===== config.mk =====
export PLATFORM = sky130hd
export DESIGN_NAME = alu_issue_stage
export DESIGN_NICKNAME = d
export VERILOG_FILES = /design/src/rtl/alu_issue_stage.sv
export SDC_FILE = /design/constraint.sdc
export NUM_CORES = 1
export LEC_CHECK = 0
export ABC_AREA = 1
export CORE_UTILIZATION = 45
export CTS_CLUSTER_DIAMETER = 30
export CTS_CLUSTER_SIZE = 24
export DETAILED_ROUTE_END_ITERATION = 8
export GPL_TIMING_DRIVEN = 0
export PLACE_DENSITY = 0.87
export SYNTH_ARGS = -nofsm -noshare
export SYNTH_HDL_FRONTEND = slang
export SYNTH_SLANG_ARGS = --single-unit

===== constraint.sdc =====
create_clock -name clk -period 4.1 [get_ports clk]
set_clock_uncertainty 0.15 [all_clocks]
set_input_delay 1.23 -clock clk [delete_from_list [all_inputs] [get_ports clk]]
set_output_delay 1.23 -clock clk [all_outputs]
set_load 0.03 [all_outputs]

===== src/rtl/alu_issue_stage.sv =====
// alu_issue_stage: ALU issue register with operand forwarding; ALU_ISSUE_PERF_CNT_EN adds perf_issued/perf_stall counters
module alu_issue_stage #(
  parameter int XLEN = 32,
  parameter int REG_AW = 5
) (
  input  logic              clk,
  input  logic              rstn,
  input  logic              flush,
  input  logic              in_valid,
  output logic              in_ready,
  input  logic [REG_AW-1:0] in_rs1_addr,
  input  logic [REG_AW-1:0] in_rs2_addr,
  input  logic [XLEN-1:0]   in_rs1_data,
  input  logic [XLEN-1:0]   in_rs2_data,
  input  logic [XLEN-1:0]   in_pc,
  input  logic [XLEN-1:0]   in_imm,
  input  logic [1:0]        in_a_sel,
  input  logic              in_b_sel,
  input  logic [3:0]        in_alu_op,
  input  logic [REG_AW-1:0] in_rd,
  input  logic [XLEN-1:0]   alu_result,
  input  logic              wb_valid,
  input  logic [REG_AW-1:0] wb_rd,
  input  logic [XLEN-1:0]   wb_data,
  output logic              out_valid,
  input  logic              out_ready,
  output logic [XLEN-1:0]   out_src1,
  output logic [XLEN-1:0]   out_src2,
  output logic [3:0]        out_alu_op,
  output logic [REG_AW-1:0] out_rd
`ifdef ALU_ISSUE_PERF_CNT_EN
  ,
  output logic [31:0]       perf_issued,
  output logic [31:0]       perf_stall
`endif
);
  logic fire_out, capture, alu_fwd_ok, wb_fwd_ok;
  logic [XLEN-1:0] rs1_res, rs2_res, src1_nxt, src2_nxt;
  assign fire_out = out_valid & out_ready;
  assign in_ready = ~out_valid | out_ready;
  assign capture = in_valid & in_ready & ~flush;
  // only a firing entry's result is valid on alu_result; x0 never forwards
  assign alu_fwd_ok = fire_out & (out_rd != '0);
  assign wb_fwd_ok = wb_valid & (wb_rd != '0);
  assign rs1_res = (alu_fwd_ok && in_rs1_addr == out_rd) ? alu_result :
                   (wb_fwd_ok && in_rs1_addr == wb_rd) ? wb_data : in_rs1_data;
  assign rs2_res = (alu_fwd_ok && in_rs2_addr == out_rd) ? alu_result :
                   (wb_fwd_ok && in_rs2_addr == wb_rd) ? wb_data : in_rs2_data;
  assign src1_nxt = in_a_sel[1] ? '0 : in_a_sel[0] ? in_pc : rs1_res;
  assign src2_nxt = in_b_sel ? in_imm : rs2_res;
  always_ff @(posedge clk or negedge rstn) begin
    if (!rstn) begin
      out_valid <= 1'b0;
      out_src1 <= '0;
      out_src2 <= '0;
      out_alu_op <= '0;
      out_rd <= '0;
    end else if (flush) begin
      out_valid <= 1'b0;
    end else if (capture) begin
      out_valid <= 1'b1;
      out_src1 <= src1_nxt;
      out_src2 <= src2_nxt;
      out_alu_op <= in_alu_op;
      out_rd <= in_rd;
    end else if (fire_out) begin
      out_valid <= 1'b0;
    end
  end
`ifdef ALU_ISSUE_PERF_CNT_EN
  always_ff @(posedge clk or negedge rstn) begin
    if (!rstn) begin
      perf_issued <= '0;
      perf_stall <= '0;
    end else begin
      perf_issued <= perf_issued + {31'd0, fire_out};
      perf_stall <= perf_stall + {31'd0, out_valid & ~out_ready};
    end
  end
`endif
endmodule


==> impl_results.md <==
* Status: completed
* Final Cycle Share at 96.9%
* Max-cap violations at 0
* WHS Path Cells at 2
* Final Critical Period at 3.97 ns
* GP Congestion at 0.953
* Layout fillers at 1123
* Post-synthesis mux area share at 0%
* DRT antenna net count at 0
* Nets at 1640
* Routed WL at 25.4 mm
* Share of layout cells above drive strength 1 at 4.72%
* Core area at 0.0133 mm2
* Post-Synth XOR/XNOR Area at 2.25%
* Crit-path cells: clkdlybuf4s50_1 -> nor2_1 -> inv_1 -> clkdlybuf4s50_1
* Max clock buf depth at 2
* Setup CP Type: input port to primary output
* Number of flops mapped to enable cells by yosys at 0
* #FFs+latches synth at 74
* Die area at 0.0143 mm2
* Post-DR vias/cell at 5.04
* Synth unique cells at 21
* Hold Path End: out_alu_op[1]
* Routed length per instance at 15.9 um
* Synth-to-layout area growth at 57.2%
* # IOs at 300
* Fin Setup TNS at 0 ns
* Post-CTS sizing at 0
* Most common cell in the netlist: nand2_1
* CTS Root Cell: clkbuf_16
* DP HPWL at 20.6 mm
* Worst EP arrival at 2.59 ns
* Post-Synth Simple-Gate Area at 52.1%
* Mapped Cells at 1104
* Slew @ Worst Pin at 0.567 ns
* H-tree lvl count at 3
* Largest area contributor in the netlist: dfrtp_1
* Ys Warns at 0
* CTS tree: done
* Worst-path maximum fanout at 2
* CP max stage delay at 0.60 ns
* Fmax at 252 MHz
* Worst hold path class: register to register
* Crit path top cell by count: clkdlybuf4s50_1
* Row cnt at 42
* Final Hold Viols at 0
* Initial antenna violation count at 1
* Post-Synth Adder-Cell Area at 0%
* Cell Area, Synth at 0.00622 mm2
* GRT Total Usage at 36.0%
* Pins over their slew limit at 0
* Reg2reg end: out_src2[10]
* Crit path max-delay family: buffers and inverters
* FF-to-FF Start: out_rd[3]
* Top cell type's share of synthesized area at 29.7%
* Total global routing overflow at 0
* DRT Pass-1 Iters at 5
* Register area share after synthesis at 29.7%
* Port bufs at 299
* R2R depth at 8
* Initial DRC Count at 654
* First-pass GRT wire length at 39.6 mm
* Max transition margin at 62.2%
* Ys flop type: dfrtp_1
* Die height at 120 um
* CP Launch Type: input port
* Clk slew on worst S/H paths at 0.06 ns
* Top cells by count, synth: nand2_1, inv_1, nor2_1
* Worst setup EP type: primary output
* Synth Area in Compound Gates at 0.241%
* Total CTS buffers at 9
* Syn Nets at 1329
* Req. time, crit path at 2.72 ns
* CP max-delay cell: clkdlybuf4s50_1
* # hold bufs at CTS at 0
* Min-delay src: out_alu_op[1]
* DRC violations left at 0
* Final setup fails at 0
* Asr flop ratio synth at 100%
* Largest family of logic cells by synthesized area: simple AND/OR/NAND/NOR gates
* CP Depth at 4
* R2R setup slack at 1.88 ns
* Post CTS Setup Buffer Count at 0
* Via Count at 8040
* Worst vdd ir at 216 uV
* Initial Util at 46.6%
* Largest net degree at the start of global routing at 49
* Synth area leaders: dfrtp_1, nand2_1, nand3_1, inv_1, nor2_1
* Pwr dens at 302 mW/mm2
* Die width at 120 um
* Vias in the first global route at 7590
* RSZ-0062 raised after global routing: no
* Worst hold margin at 0.319 ns
* Leak at 5.31 nW
* Syn avg cell area at 5.64 um2
* CP bufs+invs at 3
* # clock sinks at 74
* Clk_lat worst skew at 0.34 ns
[worst min-delay path, stage by stage (launching register included)]
cell and delay [ns]:
dfrtp_1 0.34, nand2_1 0.05, nand2_1 0.05
[logic make-up (layout without fill, tap and decap cells)]
kind of cell           count (synthesis)  count (layout)
AO/OA/AOI/OAI                          3               3
XOR/XNOR                              16              16
buffers and inverters                245             560
flip-flops                            74              74
other                                  0               1
AND/OR/NAND/NOR                      766             766
[layout make-up]
type | instances | area [um2] | share of cell area (%)
inverter | 174 | 653 | 6.68
tap | 176 | 220 | 2.25
antenna | 1 | 2.50 | 0.0256
clock inverter | 5 | 78.8 | 0.806
multi-input combinational | 785 | 3400 | 34.7
timing repair buffer | 300 | 3020 | 30.8
sequential | 74 | 1850 | 18.9
buffer | 71 | 322 | 3.29
clock buffer | 10 | 239 | 2.44
[cell usage in the layout, fill, tap and decap left out, types with 2 or more instances in the layout]
| cell type | synthesis | final |
|---|---|---|
| nand2_1 | 424 | 424 |
| clkdlybuf4s50_1 | 0 | 298 |
| inv_1 | 169 | 169 |
| nor2_1 | 136 | 136 |
| nand3_1 | 133 | 133 |
| dfrtp_1 | 74 | 74 |
| nand4_1 | 64 | 64 |
| buf_2 | 35 | 35 |
| clkbuf_1 | 26 | 26 |
| xor2_1 | 10 | 10 |
| clkbuf_16 | 0 | 9 |
| buf_1 | 7 | 7 |
| xnor2_1 | 6 | 6 |
| inv_2 | 5 | 5 |
| buf_4 | 3 | 4 |
| nor2_2 | 3 | 3 |
| nor2_4 | 2 | 2 |
| o21ai_0 | 2 | 2 |
| bufinv_16 | 0 | 2 |
| clkinv_2 | 0 | 2 |
[worst max path at each step]
stage | slack, ns | to | from
6_report | 0.13 | in_ready | out_ready
5_1_grt | 0.12 | in_ready | out_ready
4_1_cts | 0.15 | in_ready | out_ready
3_5_place_dp | 0.16 | in_ready | out_ready
3_3_place_gp | -0.91 | out_src1[19] | rstn
2_1_floorplan | 1.18 | in_ready | out_ready
[layer usage]
layer,track usage [%],vias to the layer above,routed length [um]
met1,47.8,3604,10800
met5,0,-,0
li1,-,3978,-
met2,57.6,391,11500
met4,16.8,0,1040
met3,5.70,67,2140
[where the power goes]
| part | internal [mW] | leakage [nW] | switching, mW | total (mW) |
|---|---|---|---|---|
| clock network | 0.545 | 0.158 | 0.317 | 0.862 |
| registers | 0.840 | 0.932 | 0.0727 | 0.913 |
| logic | 0.522 | 4.22 | 0.658 | 1.18 |
[metrics by stage]
| stage | total power, mW | util [%] | instance area, um2 | setup WS, ns | instances |
|---|---|---|---|---|---|
| after floorplan | 1.50 | - | 6220 | 1.18 | 1104 |
| after global placement | 2.07 | 70.7 | 9440 | -0.908 | 1579 |
| after detailed placement | 2.09 | 70.9 | 9460 | 0.159 | 1580 |
| after CTS | 2.95 | 73.3 | 9780 | 0.152 | 1595 |
| after global routing | 3.09 | 73.3 | 9780 | 0.119 | 1596 |
| final | 2.95 | 73.3 | 9780 | 0.127 | 1596 |
[state kept, by name, summed over array words and instances (netlist names)]
| register | cells |
|---|---|
| out_rd | 5 |
| out_alu_op | 4 |
| out_src1 | 32 |
| out_valid | 1 |
| out_src2 | 32 |
Note: power is estimated with default switching activity, not from simulation.
